[src/rtl/cpu_defs_pkg.sv]
// Shared opcode, length and fetch FSM encodings for the Harvard CPU.
// Consumed by the fetch sequencer and its length decoder.
package cpu_defs;

  localparam logic [7:0] OP_NOP   = 8'h00;
  localparam logic [7:0] OP_ADD   = 8'h01;
  localparam logic [7:0] OP_SUB   = 8'h02;
  localparam logic [7:0] OP_MOVRA = 8'h04;
  localparam logic [7:0] OP_MOVAR = 8'h05;
  localparam logic [7:0] OP_MOVIR = 8'h06;
  localparam logic [7:0] OP_JMP   = 8'h07;
  localparam logic [7:0] OP_JNB   = 8'h09;
  localparam logic [7:0] OP_CLR   = 8'h12;

  localparam logic [1:0] LEN_0 = 2'd0;
  localparam logic [1:0] LEN_1 = 2'd1;
  localparam logic [1:0] LEN_2 = 2'd2;
  localparam logic [1:0] LEN_3 = 2'd3;

  typedef enum logic [2:0] {
    S_OP   = 3'd0,
    S_OP1  = 3'd1,
    S_OP2  = 3'd2,
    S_HOLD = 3'd3,
    S_HALT = 3'd4
  } ifu_state_t;

endpackage

[src/rtl/ifu_len_decode.sv]
// Combinational opcode -> {instruction length, legal} table.
// Unknown opcodes report length 1 so they can still be presented.
module ifu_len_decode
  import cpu_defs::*;
#(
  parameter int DW = 8
) (
  input  logic [DW-1:0] opcode,
  output logic [1:0]    len,
  output logic          legal
);

  always_comb begin
    len   = LEN_1;
    legal = 1'b1;
    case (opcode)
      DW'(OP_NOP):   len = LEN_1;
      DW'(OP_ADD):   len = LEN_2;
      DW'(OP_SUB):   len = LEN_2;
      DW'(OP_MOVRA): len = LEN_3;
      DW'(OP_MOVAR): len = LEN_3;
      DW'(OP_MOVIR): len = LEN_3;
      DW'(OP_JMP):   len = LEN_2;
      DW'(OP_JNB):   len = LEN_3;
      DW'(OP_CLR):   len = LEN_1;
      default: begin
        len   = LEN_1;
        legal = 1'b0;
      end
    endcase
  end

endmodule

[src/rtl/instr_fetch_sequencer.sv]
// Program-memory fetch sequencer: PC, instruction assembly, jump redirect.
// Define IFU_ILLEGAL_TRAP_EN to halt on an illegal opcode.
module instr_fetch_sequencer
  import cpu_defs::*;
#(
  parameter int             AW       = 8,
  parameter int             DW       = 8,
  parameter logic [AW-1:0]  RESET_PC = '0
) (
  input  logic          clk,
  input  logic          rst,
  input  logic          run,
  output logic [AW-1:0] pm_addr,
  input  logic [DW-1:0] pm_data,
  output logic          instr_valid,
  input  logic          instr_ready,
  output logic [DW-1:0] instr_opcode,
  output logic [DW-1:0] instr_op1,
  output logic [DW-1:0] instr_op2,
  output logic [1:0]    instr_len,
  output logic [AW-1:0] instr_pc,
  input  logic          jump_valid,
  input  logic [AW-1:0] jump_target,
  output logic          illegal
);

  ifu_state_t    state, state_d;
  logic [AW-1:0] pc, pc_d;
  logic [AW-1:0] ipc_d;
  logic [DW-1:0] opc_d, op1_d, op2_d;
  logic [1:0]    len_d;
  logic          ill_q, ill_d;
  logic [1:0]    dec_len;
  logic          dec_legal;

  ifu_len_decode #(.DW(DW)) u_len (
    .opcode (pm_data),
    .len    (dec_len),
    .legal  (dec_legal)
  );

  always_ff @(posedge clk) begin
    if (rst) begin
      state        <= S_OP;
      pc           <= RESET_PC;
      instr_pc     <= '0;
      instr_opcode <= '0;
      instr_op1    <= '0;
      instr_op2    <= '0;
      instr_len    <= LEN_0;
      ill_q        <= 1'b0;
    end else begin
      state        <= state_d;
      pc           <= pc_d;
      instr_pc     <= ipc_d;
      instr_opcode <= opc_d;
      instr_op1    <= op1_d;
      instr_op2    <= op2_d;
      instr_len    <= len_d;
      ill_q        <= ill_d;
    end
  end

  always_comb begin
    state_d = state;
    pc_d    = pc;
    ipc_d   = instr_pc;
    opc_d   = instr_opcode;
    op1_d   = instr_op1;
    op2_d   = instr_op2;
    len_d   = instr_len;
    ill_d   = ill_q;
    // A halted core ignores redirects; only rst leaves S_HALT.
    if (jump_valid && state != S_HALT) begin
      pc_d    = jump_target;
      state_d = S_OP;
    end else begin
      case (state)
        S_OP: begin
          if (run) begin
            opc_d = pm_data;
            ipc_d = pc;
            op1_d = '0;
            op2_d = '0;
            len_d = dec_len;
            ill_d = !dec_legal;
            pc_d  = pc + AW'(1);
`ifdef IFU_ILLEGAL_TRAP_EN
            if (!dec_legal)
              state_d = S_HALT;
            else if (dec_len == LEN_1)
              state_d = S_HOLD;
            else
              state_d = S_OP1;
`else
            if (dec_len == LEN_1)
              state_d = S_HOLD;
            else
              state_d = S_OP1;
`endif
          end
        end
        S_OP1: begin
          op1_d   = pm_data;
          pc_d    = pc + AW'(1);
          state_d = (instr_len == LEN_2) ? S_HOLD : S_OP2;
        end
        S_OP2: begin
          op2_d   = pm_data;
          pc_d    = pc + AW'(1);
          state_d = S_HOLD;
        end
        S_HOLD: begin
          if (instr_ready)
            state_d = S_OP;
        end
        S_HALT: state_d = S_HALT;
        default: state_d = S_OP;
      endcase
    end
  end

  assign pm_addr     = pc;
  assign instr_valid = (state == S_HOLD);
  assign illegal     = ill_q &&
                       (state == S_HOLD || state == S_HALT);

endmodule
[config.mk]
export PLATFORM = sky130hd
export DESIGN_NAME = instr_fetch_sequencer
export DESIGN_NICKNAME = d
export VERILOG_FILES = /design/src/rtl/cpu_defs_pkg.sv /design/src/rtl/ifu_len_decode.sv /design/src/rtl/instr_fetch_sequencer.sv
export SDC_FILE = /design/constraint.sdc
export NUM_CORES = 1
export LEC_CHECK = 0
export ABC_CLOCK_PERIOD_IN_PS = 1480
export BUFFER_PORTS_ARGS = -buffer_cell sky130_fd_sc_hd__buf_2
export CORE_MARGIN = 8
export CORE_UTILIZATION = 35
export DETAILED_ROUTE_END_ITERATION = 16
export GPL_TIMING_DRIVEN = 1
export PLACE_DENSITY = 0.6
export SYNTH_ARGS = -nofsm -noshare
export SYNTH_HDL_FRONTEND = slang
export SYNTH_SLANG_ARGS = --single-unit
[constraint.sdc]
create_clock -name clk -period 1.48 [get_ports clk]
set_input_delay 0.148 -clock clk [delete_from_list [all_inputs] [get_ports clk]]
set_output_delay 0.148 -clock clk [all_outputs]
set_load 0.01 [all_outputs]
[Yosys cells after proc, flatten, opt, wreduce, memory -nomap -nowiden]
Cells that the tools add are included.
Cells by class
  add/sub/neg operators: 1
  eq/ne operators: 18
  muxes and demuxes: 13
  bitwise gates (word level): 1
  reduce and logical (&&, ||, !) cells: 19
Operator list (count)
  $pmux 8 s2: 3
  $eq 8x3->1 const B: 4
  $mux 8: 3
  $pmux 3 s5: 1
  $reduce_and 3->1: 3
  $reduce_or 9->1: 1
  $add 8x1->8 const B: 1
  $eq 8x1->1 const B: 1
  $eq 8x2->1 const B: 1
  $eq 8x4->1 const B: 1
  $eq 8x5->1 const B: 1
  $logic_not 8->1: 1
  $eq 3x2->1 const B: 2
  $mux 3: 2
  $ne 3x3->1 const B: 2
  $pmux 2 s2: 1
  $reduce_and 2->1: 2
  $reduce_bool 2->1: 2
  $reduce_or 2->1: 2
  $reduce_or 4->1: 1
  $eq 3x1->1 const B: 1
  $eq 3x3->1 const B: 1
  $logic_not 3->1: 1
  $reduce_bool 3->1: 1
  11 further kinds: 13
Word-level totals
  bits in registers: 46
  input port bits: 21
  output and inout bits: 44
  logic and storage cells: 60

[Logic depth before layout (Yosys ltp)]
Gate-level depths: netlist (run 1).
  word-level depth: 7
  gate-level depth with buffers: 7
  gate-level depth less buffers: 4

[By module]
Synthesis (run 1) repeated with hierarchy kept, for this count alone.
Unflattened totals
  cell total of the unflattened synthesis: 227
  area, all modules: 2049.5 um^2
By module, submodules not included
  instr_fetch_sequencer: instances 1, cells an instance 213, area each 1940.6 um^2, sequential area each 920.9 um^2
  ifu_len_decode: instances 1, cells an instance 14, area each 108.9 um^2, sequential area each 0.0 um^2

[Least setup slack after synthesis (run 1)]
No wires, ideal clock.
  kind: register to register
  start point: register state[1]
  end point: register pc[7], in the netlist pm_addr[7]
  setup time: 88 ps
  data arrival time: 1435 ps
  data required time: 1392 ps
  setup slack: -44 ps
  stages on the path, launching flop included: 6
  buffers on the path: 1
  period minus slack after synthesis: 1524 ps
  cell sequence: dfxtp_1 buf_6 a21oi_4 nand2_4 or4_4 a311oi_2
Between the ends
  word-level cells in the longest chain between the ends: 4
  elaborated cells on any way between the ends: 11
  those cells by class: 4 x eq/ne; 2 x mux; 5 x reduce/logical
RTL lines
  start, declared: RTL line instr_fetch_sequencer.sv:27  | ifu_state_t state, state_d;
  start signal, assigned: RTL line instr_fetch_sequencer.sv:53  | state <= state_d;
  $eq 3x2->1 (tied with other cells): RTL line instr_fetch_sequencer.sv:78  | case (state)
  $reduce_or 2->1 (no source line) or $logic_and 1x1->1 (tied branches)
  $pmux 8 s2 (tied with other cells): RTL line instr_fetch_sequencer.sv:78
  $mux 8 or $reduce_and 2->1 (tied branches)
  end signal, assigned: RTL line instr_fetch_sequencer.sv:54  | pc <= pc_d;
  end, declared: RTL line instr_fetch_sequencer.sv:28  | logic [AW-1:0] pc, pc_d;
Several ways; a longest one is shown, not always the timed one.
A chain may end at the register's enable or synchronous reset.

[Worst setup path after layout (run 1)]
Same ends and word-level chain as after synthesis.

==> results of run 1 <==
==> power by group <==
group / internal [uW] / switching [uW] / total (uW)
Clock: 720 / 430 / 1150
Sequential: 1290 / 39.2 / 1330
Combinational: 174 / 226 / 400
Total: 2180 / 695 / 2880
==> registers in the layout, summed over array words and instances (netlist names) <==
register,flops
ill_q,1
instr_len,2
instr_op1,8
instr_op2,8
instr_opcode,8
instr_pc,8
pm_addr,8
state,3
==> layout make-up <==
type                            instances  area, sq um  share of cell area
Clock buffer                            6        82.58             0.03064
Multi-Input combinational cell        162         1022              0.3793
Inverter                                3        11.26            0.004178
Timing Repair Buffer                   86        501.7              0.1862
Tap cell                               72        90.09             0.03343
Clock inverter                          2        60.06             0.02228
Sequential cell                        46        927.1              0.3440
==> synthesized netlist by cell type, drive strengths merged (3+ instances only) <==
library cell,instances
a211oi,4
a21oi,20
nor2,15
or3,3
a22o,8
nand3,5
nand3b,11
buf,6
inv,3
o21ai,12
clkbuf,11
xor2,5
nor3b,3
nand2,45
nor4,3
dfxtp,46
a311oi,4
==> through the flow <==
| step | setup TNS [ns] | hold WS (ns) | area (sq um) |
|---|---|---|---|
| after global placement | -0.2411 | 0.4381 | 2482 |
| after global routing | -0.1512 | 0.1316 | 2695 |
| final | -0.02793 | 0.1337 | 2695 |
| after floorplan | 0 | 0.2737 | 1998 |
| after CTS | -0.07929 | 0.1229 | 2639 |
| after detailed placement | -0.5835 | 0.4416 | 2482 |
==> routing by layer <==
layer,global-route usage,vias to the layer above
met2,0.2077,56
met4,0.04229,0
met1,0.1602,871
li1,-,953
met5,0,-
met3,0.05514,5
==> worst max-delay path, delay by kind of cell, from the launching register on <==
kind / cells / cell delay (ns)
compound gates: 2 / 0.39
buf+inv: 1 / 0.12
flops: 1 / 0.35
simple gates: 2 / 0.54
==> how the worst min path moves through the flow <==
stage | startpoint | endpoint | cells past startpoint
3_3_place_gp | jump_target[0] | pm_addr[0]$_SDFFE_PP0P_ | 3
4_1_cts | jump_target[4] | pm_addr[4]$_SDFFE_PP0P_ | 3
3_5_place_dp | jump_target[6] | pm_addr[6]$_SDFFE_PP0P_ | 3
6_report | jump_target[0] | pm_addr[0]$_SDFFE_PP0P_ | 3
2_1_floorplan | pm_data[0] | instr_op2[0]$_SDFFE_PP0P_ | 1
5_1_grt | pm_data[7] | instr_opcode[7]$_SDFFE_PP0P_ | 3
==> what timing repair did <==
item                                    CTS  global route
endpoints found under the setup margin   13            33
buffers inserted                          0             1
pin swaps                                 4             4
gates resized for setup                   7            11
==> kinds of logic after synthesis <==
| group | synth area share |
|---|---|
| AND/OR/NAND/NOR | 0.2655 |
| AO/OA/AOI/OAI | 0.1872 |
| flip-flops | 0.4609 |
| buffers and inverters | 0.05385 |
| XOR/XNOR | 0.02630 |
| adder cells (fa/ha/maj) | 0.006261 |
==> summary.log, run 1 <==
[grt] maximum number of pins on one net before global-route repair 24
[yosys] fraction of registers with async set or reset after synthesis 0
[die] die width 91.56 um
[worst_setup_path] Critical R2R Capture pm_addr[7]$_SDFFE_PP0P_
[timing] min setup slack post-route -0.01448 ns
[yosys] top-area cell type share of the netlist area 0.4609
[timing] crit path time final 1.494 ns
[cts] number of H-tree branching levels 2
[placement] number of port buffers 64
[timing] post-route fraction of the period consumed by the critical path 1.010
[yosys] synthesized netlist cell count 228
[worst_setup_path] endpoint of the worst setup timing path pm_addr[7]$_SDFFE_PP0P_
[route] violation count after the first detailed-routing iteration 86
[grt] global-route wire length before repair 9246 um
[yosys] average footprint of a synthesized cell 8.764 sq um
[cts] latest clock arrival within the worst-skew pair 0.30 ns
[yosys] commonest register cell after synthesis dfxtp_1
[grt] GRT Util Overall 0.1326
[cells_and_area] non-filler instance count after layout 377
[timing] Hold Vio Cnt, Final 0
[cells_and_area] layout cell share with drive strength beyond 1 0.3836
[cts] hold_buf cts 0
[route] detailed-router iteration count before antenna repair 4
[yosys] post-synthesis net count 250
[die] initial standard-cell utilization of the core 0.3629
[route] total DRC errors in the routed layout 0
[yosys] most area-consuming cells after synthesis dfxtp_1 (46%), nand2_1 (8.1%), a21oi_1 (4.8%)
[route] detailed-routed wire length on met3 456 um
[worst_setup_path] Cell Chain, Critical Path buf_6 -> a21oi_4 -> nand2_4 -> or4_4 -> a311oi_2
[route] average detailed-routed wire length per instance 14.94 um
[grt] initial antenna violation count 0
[placement] half-perimeter wire length after detailed placement 4126 um
[cts] Clock Sink Count 46
[worst_setup_path] slack of the worst reg-to-reg path -0.01 ns
[cells_and_area] commonest cells after routing, fill and taps aside buf_2 (64), nand2_1 (43), dfxtp_1 (43), buf_4 (20), a21oi_1 (19)
[cts] CTS Root Cell clkbuf_8
[placement] number of cells in the design after placement 368
[route] highest metal used met4
[cells_and_area] area growth from synthesis to final layout 34.88%
[worst_setup_path] Slowest cell on crit path or4_4
[worst_setup_path] Data arrival, critical path 1.71 ns
[status] failing checks negative setup slack
[cts] number of buffers created by CTS 5
[placement] Routability Congestion 0.7766
[power_and_ir_drop] total power per unit cell area 1067 nW/um^2
[route] met2 layer wire length in the routed design 2518 um
[cts] TritonCTS clock tree done
[die] Top-Level Pins 65
[power_and_ir_drop] maximum vdd drop 0.0007684 V
[worst_setup_path] Setup CP Type reg -> reg
[worst_setup_path] FF-to-FF Start state[1]$_SDFFE_PP0P_
[worst_setup_path] startpoint of the most critical setup path state[1]$_SDFFE_PP0P_
[cells_and_area] Filler Cells Inserted 549
[timing] worst-margin pin slew 0.5006 ns
[grt] via count of the first global-routing pass 1,969
[flow_run] Max Cap Violations 0
[route] DR vias/cell 5.000
[die] Die ar. 8383 sq um
[worst_setup_path] top fanout value on the critical path 6
[worst_setup_path] Critical Path End Type flip-flop
[power_and_ir_drop] Total Power 2877 uW
[route] met1 routed wirelength after detailed routing 2618 um
[timing] Layout Skew 0.01219 ns
[worst_setup_path] Worst Path Required 1.70 ns
[timing] unrepaired setup endpoints after global routing true
[cells_and_area] commonest non-fill, non-tap cell in the layout buf_2
[cells_and_area] final layout net count 326
[cts] clk buf depth 2
[cts] CTS clock-pin slew for the worst setup and hold paths 0.08 ns
[die] CORE AREA 5507 sq um
[worst_setup_path] Worst Reg2Reg Path Length in Cells 5
[power_and_ir_drop] leakage dissipation 0.001168 uW
[worst_setup_path] Largest stage delay, worst path 0.47 ns
[yosys] Seq/Total Area, Yosys 0.4609
[timing] worst relative slew slack 0.6662
[worst_setup_path] Critical Path Start Type flip-flop
[die] number of placement rows 27
[die] die outline height 91.56 um
[cells_and_area] Layout Utilization 0.4894
[route] wire length reported by the detailed router 5633 um
[yosys] post-synthesis register bit count 46
[yosys] cell type with the largest total area after synthesis dfxtp_1
[status] run status finished, violations left
[timing] final setup vio count 2
[hold_path] Hold/Removal Path Class in -> reg
[yosys] Warnings, synthesis 0
[timing] fmax 0.6691 GHz
[route] post-detailed-route count of antenna-violating nets 0
[route] via count 1,885
[yosys] distinct cell type count after synthesis 44
[yosys] Netlist Area Pre-Place 1998 sq um
[timing] Slew Limit Fails 0
[grt] global-route congestion overflow total 0
[yosys] number of enable flip-flop cells after synthesis 0
[placement] worst slack at placement -0.1002 ns
[cells_and_area] Ant. Diodes 0
No activity file was read; power rests on OpenSTA's default activity.
==> run 2: changes to the inputs <==
--- a/config.mk
+++ b/config.mk
@@ -12,6 +12,7 @@
 export DETAILED_ROUTE_END_ITERATION = 16
 export GPL_TIMING_DRIVEN = 1
 export PLACE_DENSITY = 0.6
+export SKIP_LAST_GASP = 1
 export SYNTH_ARGS = -nofsm -noshare
 export SYNTH_HDL_FRONTEND = slang
 export SYNTH_SLANG_ARGS = --single-unit
==> run 2 against run 1 <==
Against the previous run: the flow still finishes with violations (negative setup slack); critical path type unchanged; sequential share of layout area is 0.051 points lower; register-to-register slack hardly changed; clock skew hardly changed; largest power group unchanged; sequential power hardly changed; power is 0.19% lower.
==> summary.log, run 2 (synthesis gave the netlist of run 1 again) <==
[die] CORE AREA 5507 sq um [unchanged]
[grt] global-route wire length before repair 9232 um [-0.15%]
[grt] met3 routing resource usage after global routing 0.05514 [unchanged]
[worst_setup_path] Worst Reg2Reg Path Length in Cells 5 [unchanged]
[cells_and_area] commonest non-fill, non-tap cell in the layout buf_2
[route] average detailed-routed wire length per instance 14.98 um [+0.28%]
[route] detailed-router iteration count before antenna repair 4 [unchanged]
[worst_setup_path] Critical R2R Capture pm_addr[7]$_SDFFE_PP0P_
[worst_setup_path] Setup CP Type reg -> reg
[grt] via count of the first global-routing pass 1,969 [unchanged]
[worst_setup_path] Worst Path Required 1.70 ns [about the same]
[timing] Layout Skew 0.01188 ns [-0.0003191 ns]
[die] Die ar. 8383 sq um [unchanged]
[placement] number of cells in the design after placement 368 [unchanged]
[cells_and_area] final layout net count 328 [+0.61%]
[cts] hold_buf cts 0 [unchanged]
[hold_path] Hold/Removal Path Class in -> reg
[timing] fmax 0.6647 GHz [-0.65%]
[grt] initial antenna violation count 0 [unchanged]
[worst_setup_path] Critical Path End Type flip-flop
[die] die width 91.56 um [unchanged]
[power_and_ir_drop] total net switching power 689.4 uW [-0.79%]
[route] violation count after the first detailed-routing iteration 97 [+13%]
[grt] busiest layer in global routing met2
[worst_setup_path] FF-to-FF Start state[1]$_SDFFE_PP0P_
[timing] worst-margin pin slew 0.4975 ns [-0.003115 ns]
[cts] number of buffers created by CTS 5 [unchanged]
[worst_setup_path] Slowest cell on crit path or4_4
[timing] Slew Limit Fails 0 [unchanged]
[power_and_ir_drop] Comb power frac 0.139 [about the same]
[cts] latest clock arrival within the worst-skew pair 0.30 ns [about the same]
[worst_setup_path] Largest stage delay, worst path 0.47 ns [about the same]
[die] initial standard-cell utilization of the core 0.3629 [unchanged]
[die] die outline height 91.56 um [unchanged]
[power_and_ir_drop] maximum vdd drop 0.0007726 V [+0.55%]
[cells_and_area] layout cell share with drive strength beyond 1 0.3844 [+0.0007583]
[route] DR vias/cell 5.029 [+0.58%]
[worst_setup_path] slack of the worst reg-to-reg path -0.02 ns [about the same]
[grt] global-route met1 utilization 0.1597 [-0.0004826]
[power_and_ir_drop] Seq pwr share 0.462 [about the same]
[route] total DRC errors in the routed layout 0 [unchanged]
[cts] TritonCTS clock tree done
[cts] clk buf depth 2 [unchanged]
[die] Top-Level Pins 65 [unchanged]
[cells_and_area] commonest cells after routing, fill and taps aside buf_2 (64), nand2_1 (43), dfxtp_1 (43), buf_4 (22), a21oi_1 (19)
[grt] met2 Resource Use GR 0.2077 [unchanged]
[worst_setup_path] top fanout value on the critical path 6 [unchanged]
[cts] CTS Root Cell clkbuf_8
[placement] Routability Congestion 0.7766 [unchanged]
[worst_setup_path] endpoint of the worst setup timing path pm_addr[7]$_SDFFE_PP0P_
[power_and_ir_drop] switching power as a share of total power 0.2401 [-0.001441]
[power_and_ir_drop] total power per unit cell area 1061 nW/um^2 [-0.61%]
[cts] CTS clock-pin slew for the worst setup and hold paths 0.09 ns [about the same]
[worst_setup_path] Cell Chain, Critical Path buf_6 -> a21oi_4 -> nand2_4 -> or4_4 -> a311oi_2
[flow_run] Max Cap Violations 0 [unchanged]
[die] number of placement rows 27 [unchanged]
[grt] GRT Util Overall 0.1324 [-0.0001708]
[cells_and_area] Ant. Diodes 0 [unchanged]
[worst_setup_path] startpoint of the most critical setup path state[1]$_SDFFE_PP0P_
[placement] half-perimeter wire length after detailed placement 4126 um [unchanged]
[timing] worst relative slew slack 0.6683 [+0.002077]
[worst_setup_path] Data arrival, critical path 1.72 ns [about the same]
[power_and_ir_drop] leakage dissipation 0.001176 uW [+0.71%]
[cts] Clock Sink Count 46 [unchanged]
[route] wire length reported by the detailed router 5679 um [+0.82%]
[cells_and_area] non-filler instance count after layout 379 [+0.53%]
[cts] number of H-tree branching levels 2 [unchanged]
[timing] Hold Vio Cnt, Final 0 [unchanged]
[timing] final setup vio count 3 [+1]
[grt] maximum number of pins on one net before global-route repair 24 [unchanged]
[grt] global-route congestion overflow total 0 [unchanged]
[status] failing checks negative setup slack
[timing] unrepaired setup endpoints after global routing true
[timing] crit path time final 1.504 ns [+0.009851 ns]
[worst_setup_path] Critical Path Start Type flip-flop
[route] via count 1,906 [+1.1%]
[power_and_ir_drop] P_int 2182 uW [about the same]
[timing] post-route fraction of the period consumed by the critical path 1.016 [+0.006656]
[timing] min setup slack post-route -0.02433 ns [-0.009851 ns]
[power_and_ir_drop] part of the total power dissipated in the clock network 0.399 [about the same]
[placement] number of port buffers 64 [unchanged]
[route] post-detailed-route count of antenna-violating nets 0 [unchanged]
[cells_and_area] area growth from synthesis to final layout 35.44%
[cells_and_area] Layout Utilization 0.4915 [+0.002045]
[status] run status finished, violations left
## run 2: changes by cell type in the layout (fill, tap and decap cells not counted), sizes merged
cell and delta:
buf +2
## run 2: what timing repair did
item / 4_1_cts / 5_1_grt
endpoints found under the hold margin: 0 / 0
pin swaps: 4 / 7
buffers inserted: 0 / 3
endpoints found under the setup margin: 13 / 32
gates resized for setup: 6 / 12
## run 2: routing by layer
metal,vias up,part of all wire
met5,-,0
met4,0,0.0070
met3,5,0.083
met2,61,0.44
met1,883,0.46
li1,957,-
## run 2: final cells by class
type | count | area [sq um]
clock buffers | 6 | 82.58
well taps | 72 | 90.09
clock inverters | 2 | 60.06
flip-flops and latches | 46 | 929.6
fillers | 548 | 2800
inverters | 3 | 11.26
multi-input cells | 162 | 1016
repair buffers | 88 | 516.7
## run 2: critical path, delay by kind of cell, from the launching register on
kind / cells / cell delay [ns]
buffers and inverters: 1 / 0.12
DFF: 1 / 0.37
and+or+nand+nor: 2 / 0.54
AOI/OAI and AO/OA: 2 / 0.39
## run 2: power by group through the flow
stage	clock network, uW	registers [uW]	logic, uW
after floorplan	0	1370	190
after global placement	0	1350	379
after detailed placement	0	1350	382
after CTS	1170	1330	386
after global routing	1210	1330	444
final	1150	1330	400
## run 2: worst min path at each step
| stage | slack, ns | cells after the start | end | startpoint |
|---|---|---|---|---|
| after floorplan | 0.27 | 1 | instr_op2[0]$_SDFFE_PP0P_ | pm_data[0] |
| after global placement | 0.44 | 3 | pm_addr[0]$_SDFFE_PP0P_ | jump_target[0] |
| after detailed placement | 0.44 | 3 | pm_addr[6]$_SDFFE_PP0P_ | jump_target[6] |
| after CTS | 0.12 | 3 | pm_addr[4]$_SDFFE_PP0P_ | jump_target[4] |
| after global routing | 0.13 | 3 | instr_opcode[7]$_SDFFE_PP0P_ | pm_data[7] |
| final | 0.13 | 3 | instr_op1[6]$_SDFFE_PP0P_ | pm_data[6] |
## run 2: metrics by stage
step	power, uW	TNS (ns)	area, sq um	hold slack (ns)	setup slack, ns
final	2871	-0.04408	2706	0.1321	-0.02433
after global routing	2987	-0.3046	2706	0.1316	-0.07351
after floorplan	1564	0	1998	0.2737	0.03146
after CTS	2886	-0.1069	2635	0.1229	-0.07067
after global placement	1734	-0.2411	2482	0.4381	-0.03155
after detailed placement	1736	-0.5835	2482	0.4416	-0.1002
==> run 3: changes to the inputs <==
--- a/config.mk
+++ b/config.mk
@@ -15,4 +15,5 @@
 export SKIP_LAST_GASP = 1
 export SYNTH_ARGS = -nofsm -noshare
 export SYNTH_HDL_FRONTEND = slang
+export SYNTH_HIERARCHICAL = 1
 export SYNTH_SLANG_ARGS = --single-unit
==> run 3 against run 2 <==
Against the previous run: the flow still finishes with violations (negative setup slack); die area grew 2.1%; critical path type is now reg -> out; cell count up 4.7%; register-to-register slack got worse by 0.07 ns.
==> summary.log, run 3 <==
[yosys] largest family of logic cells by synthesized area simple AND/OR/NAND/NOR gates
[yosys] Netlist Area Pre-Place 2049 sq um [+2.6%]
[yosys] top-area cell type share of the netlist area 0.4493 [-0.01154]
[worst_setup_path] top fanout value on the critical path 2 [-4]
[route] average detailed-routed wire length per instance 15.00 um [+0.12%]
[placement] number of port buffers 64 [unchanged]
[timing] Hold Vio Cnt, Final 0 [unchanged]
[power_and_ir_drop] total power per unit cell area 891.4 nW/um^2 [-16%]
[cells_and_area] total area of multi-input combinational cells 1134 sq um [+12%]
[timing] Slew Limit Fails 0 [unchanged]
[grt] via count of the first global-routing pass 2,012 [+2.2%]
[route] via count 2,010 [+5.5%]
[yosys] commonest register cell after synthesis dfxtp_1
[grt] global-route wire length before repair 9535 um [+3.3%]
[worst_setup_path] Setup CP Type reg -> out
[yosys] fraction of registers with async set or reset after synthesis 0 [unchanged]
[timing] worst-margin pin slew 0.3933 ns [-0.1042 ns]
[cells_and_area] Ant. Diodes 0 [unchanged]
[cells_and_area] Layout Utilization 0.5084 [+0.01696]
[yosys] Seq/Total Area, Yosys 0.4493 [-0.01154]
[yosys] average footprint of a synthesized cell 9.028 sq um [+3.0%]
[power_and_ir_drop] maximum vdd drop 0.0004028 V [-48%]
[grt] initial antenna violation count 0 [unchanged]
[cells_and_area] area growth from synthesis to final layout 43.41%
[yosys] synthesized netlist cell count 227 [-0.44%]
[cts] CTS clock-pin slew for the worst setup and hold paths 0.09 ns [about the same]
[cts] number of H-tree branching levels 2 [unchanged]
[grt] maximum number of pins on one net before global-route repair 22 [-8.3%]
[worst_setup_path] startpoint of the most critical setup path state[1]$_SDFFE_PP0P_
[cts] clk buf depth 2 [unchanged]
[yosys] basic-gate share of the synthesized area counting and, or, nand and nor cells 0.2155 [-0.04999]
[hold_path] Hold/Removal Path Class in -> reg
[worst_setup_path] Data arrival, critical path 1.44 ns [-0.28 ns]
[cts] CTS Root Cell clkbuf_8
[yosys] most area-consuming cells after synthesis dfxtp_1 (45%), mux2i_1 (9.3%), nor2_1 (7.3%)
[die] die width 92.52 um [+1.0%]
[timing] final setup vio count 8 [+5]
[timing] Layout Skew 0.004758 ns [-0.007117 ns]
[flow_run] Max Cap Violations 0 [unchanged]
[yosys] cell type with the largest total area after synthesis dfxtp_1
[die] initial standard-cell utilization of the core 0.3545 [-0.008326]
[die] number of placement rows 28 [+3.7%]
[grt] global-route congestion overflow total 0 [unchanged]
[timing] unrepaired setup endpoints after global routing true
[timing] worst relative slew slack 0.7378 [+0.06949]
[yosys] xor and xnor area share after synthesis 0.008547 [-0.01775]
[yosys] Warnings, synthesis 6 [+6]
[cts] latest clock arrival within the worst-skew pair 0.30 ns [about the same]
[timing] min setup slack post-route -0.1039 ns [-0.07959 ns]
[cells_and_area] commonest cells after routing, fill and taps aside buf_2 (64), nor2_1 (39), dfxtp_1 (39), buf_4 (26), mux2i_1 (19)
[yosys] top cells by count, synth dfxtp_1 (46), nor2_1 (40), mux2i_1 (19)
[cells_and_area] commonest non-fill, non-tap cell in the layout buf_2
[route] violation count after the first detailed-routing iteration 114 [+18%]
[cts] TritonCTS clock tree done
[worst_setup_path] Critical Path Start Type flip-flop
[yosys] adder-cell share of the synthesized area 0.006105 [-0.0001567]
[die] CORE AREA 5781 sq um [+5.0%]
[grt] GRT Util Overall 0.1349 [+0.002527]
[yosys] post-synthesis register bit count 46 [unchanged]
[yosys] post-synthesis net count 249 [-0.40%]
[placement] half-perimeter wire length after detailed placement 4442 um [+7.7%]
[yosys] number of enable flip-flop cells after synthesis 0 [unchanged]
[cts] Clock Sink Count 46 [unchanged]
[timing] fmax 0.6313 GHz [-5.0%]
[cells_and_area] total area of sequential cells 932.1 sq um [+0.27%]
[cells_and_area] Filler Cells Inserted 583 [+6.4%]
[worst_setup_path] Worst Path Required 1.33 ns [-0.37 ns]
[cts] number of buffers created by CTS 5 [unchanged]
[die] Top-Level Pins 65 [unchanged]
[placement] worst slack at placement -0.09639 ns [+0.003830 ns]
[cells_and_area] layout cell share with drive strength beyond 1 0.4410 [+0.05663]
[die] Die ar. 8560 sq um [+2.1%]
[cells_and_area] final layout net count 343 [+4.6%]
[yosys] cell with the most instances after synthesis dfxtp_1
[worst_setup_path] Critical Path End Type output port
[timing] post-route fraction of the period consumed by the critical path 1.070 [+0.05378]
[route] detailed-router iteration count before antenna repair 4 [unchanged]
[route] DR vias/cell 5.063 [+0.68%]
[yosys] post-synthesis mux area share 0.09280 [+0.09280]
[route] wire length reported by the detailed router 5956 um [+4.9%]
[route] total DRC errors in the routed layout 0 [unchanged]
[die] die outline height 92.52 um [+1.0%]
[status] run status finished, violations left
[yosys] Compound-Gate Fraction of Synth Area 0.1832 [-0.004076]
[power_and_ir_drop] leakage dissipation 0.001376 uW [+17%]
[route] post-detailed-route count of antenna-violating nets 0 [unchanged]
[status] failing checks negative setup slack
[placement] Routability Congestion 0.7995 [+2.9%]
[timing] crit path time final 1.584 ns [+0.07959 ns]
[worst_setup_path] FF-to-FF Start state[1]$_SDFFE_PP0P_
[hold_path] startpoint of the tightest hold check path instr_ready
[yosys] distinct cell type count after synthesis 44 [unchanged]
[run 3: cell types whose count changed after synthesis, sizes merged, moves of 4 or more]
cell and change:
nand2 -30, nor2 +25, mux2i +19, nand3 +10, nand3b -10, a22oi +9
a22o -8, o21ai -7, a21oi -5, clkbuf -4, nand2b +4
[run 3: cell families after synthesis]
family,after synthesis
and+or+nand+nor,92
AOI/OAI and AO/OA,50
DFF,46
muxes,19
buffers and inverters,17
xor gates and xnor gates,2
adders and majority gates,1
[run 3: worst paths after layout]
kind | end | slack [ns] | cells past startpoint
setup / recovery | illegal | -0.10 | 5
hold / removal | state[1]$_SDFFE_PP0P_ | 0.06 | 2
setup reg to reg | pm_addr[4]$_SDFFE_PP0P_ | -0.09 | 6
hold reg to reg | instr_op2[3]$_SDFFE_PP0P_ | 0.46 | 2
[run 3: cell type report]
cell class	count	share of cell area
repair buffers	102	0.2303
flip-flops and latches	46	0.3172
clock buffers	6	0.02810
clock inverters	2	0.004257
multi-input cells	164	0.3857
inverters	2	0.002554
well taps	75	0.03193
[run 3: metal layers]
metal  up-vias  wire length [um]  global-route usage
met1       944              2552              0.1553
met3         8               441             0.04854
met4         0                63             0.03221
met5         -                 0                   0
li1        997                 -                   -
met2        61              2898              0.2324
[run 3: metrics by stage]
stage	power, uW	cell area (sq um)	setup TNS (ns)	std cells	hold WS [ns]
2_1_floorplan	1573	2054	-0.4026	227	0.2664
3_3_place_gp	1772	2626	-0.05520	382	0.3903
3_5_place_dp	1776	2626	-0.1741	382	0.3883
4_1_cts	2585	2763	-0.6631	393	0.05783
5_1_grt	2731	2939	-1.042	397	0.05999
6_report	2620	2939	-0.5095	397	0.05591
[run 3: report_power, final]
part | switching [uW] | leakage (uW) | internal, uW
clock network | 438 | 0.0000472 | 376
logic | 250 | 0.000951 | 229
registers | 37.4 | 0.000377 | 1290
total | 726 | 0.00138 | 1890
[run 3: critical path, cell delays in order (launching register included)]
cell and delay (ns):
dfxtp_2 0.33, or3b_4 0.40, buf_6 0.13, o21ai_2 0.04, and2_1 0.12, buf_2 0.12
[run 3: repair_timing]
item,in CTS,in global routing
gates resized for setup,7,35
gates cloned,0,1
pin swaps,5,11
buffers inserted,3,3
hold buffers,0,0
setup endpoints to repair,8,44
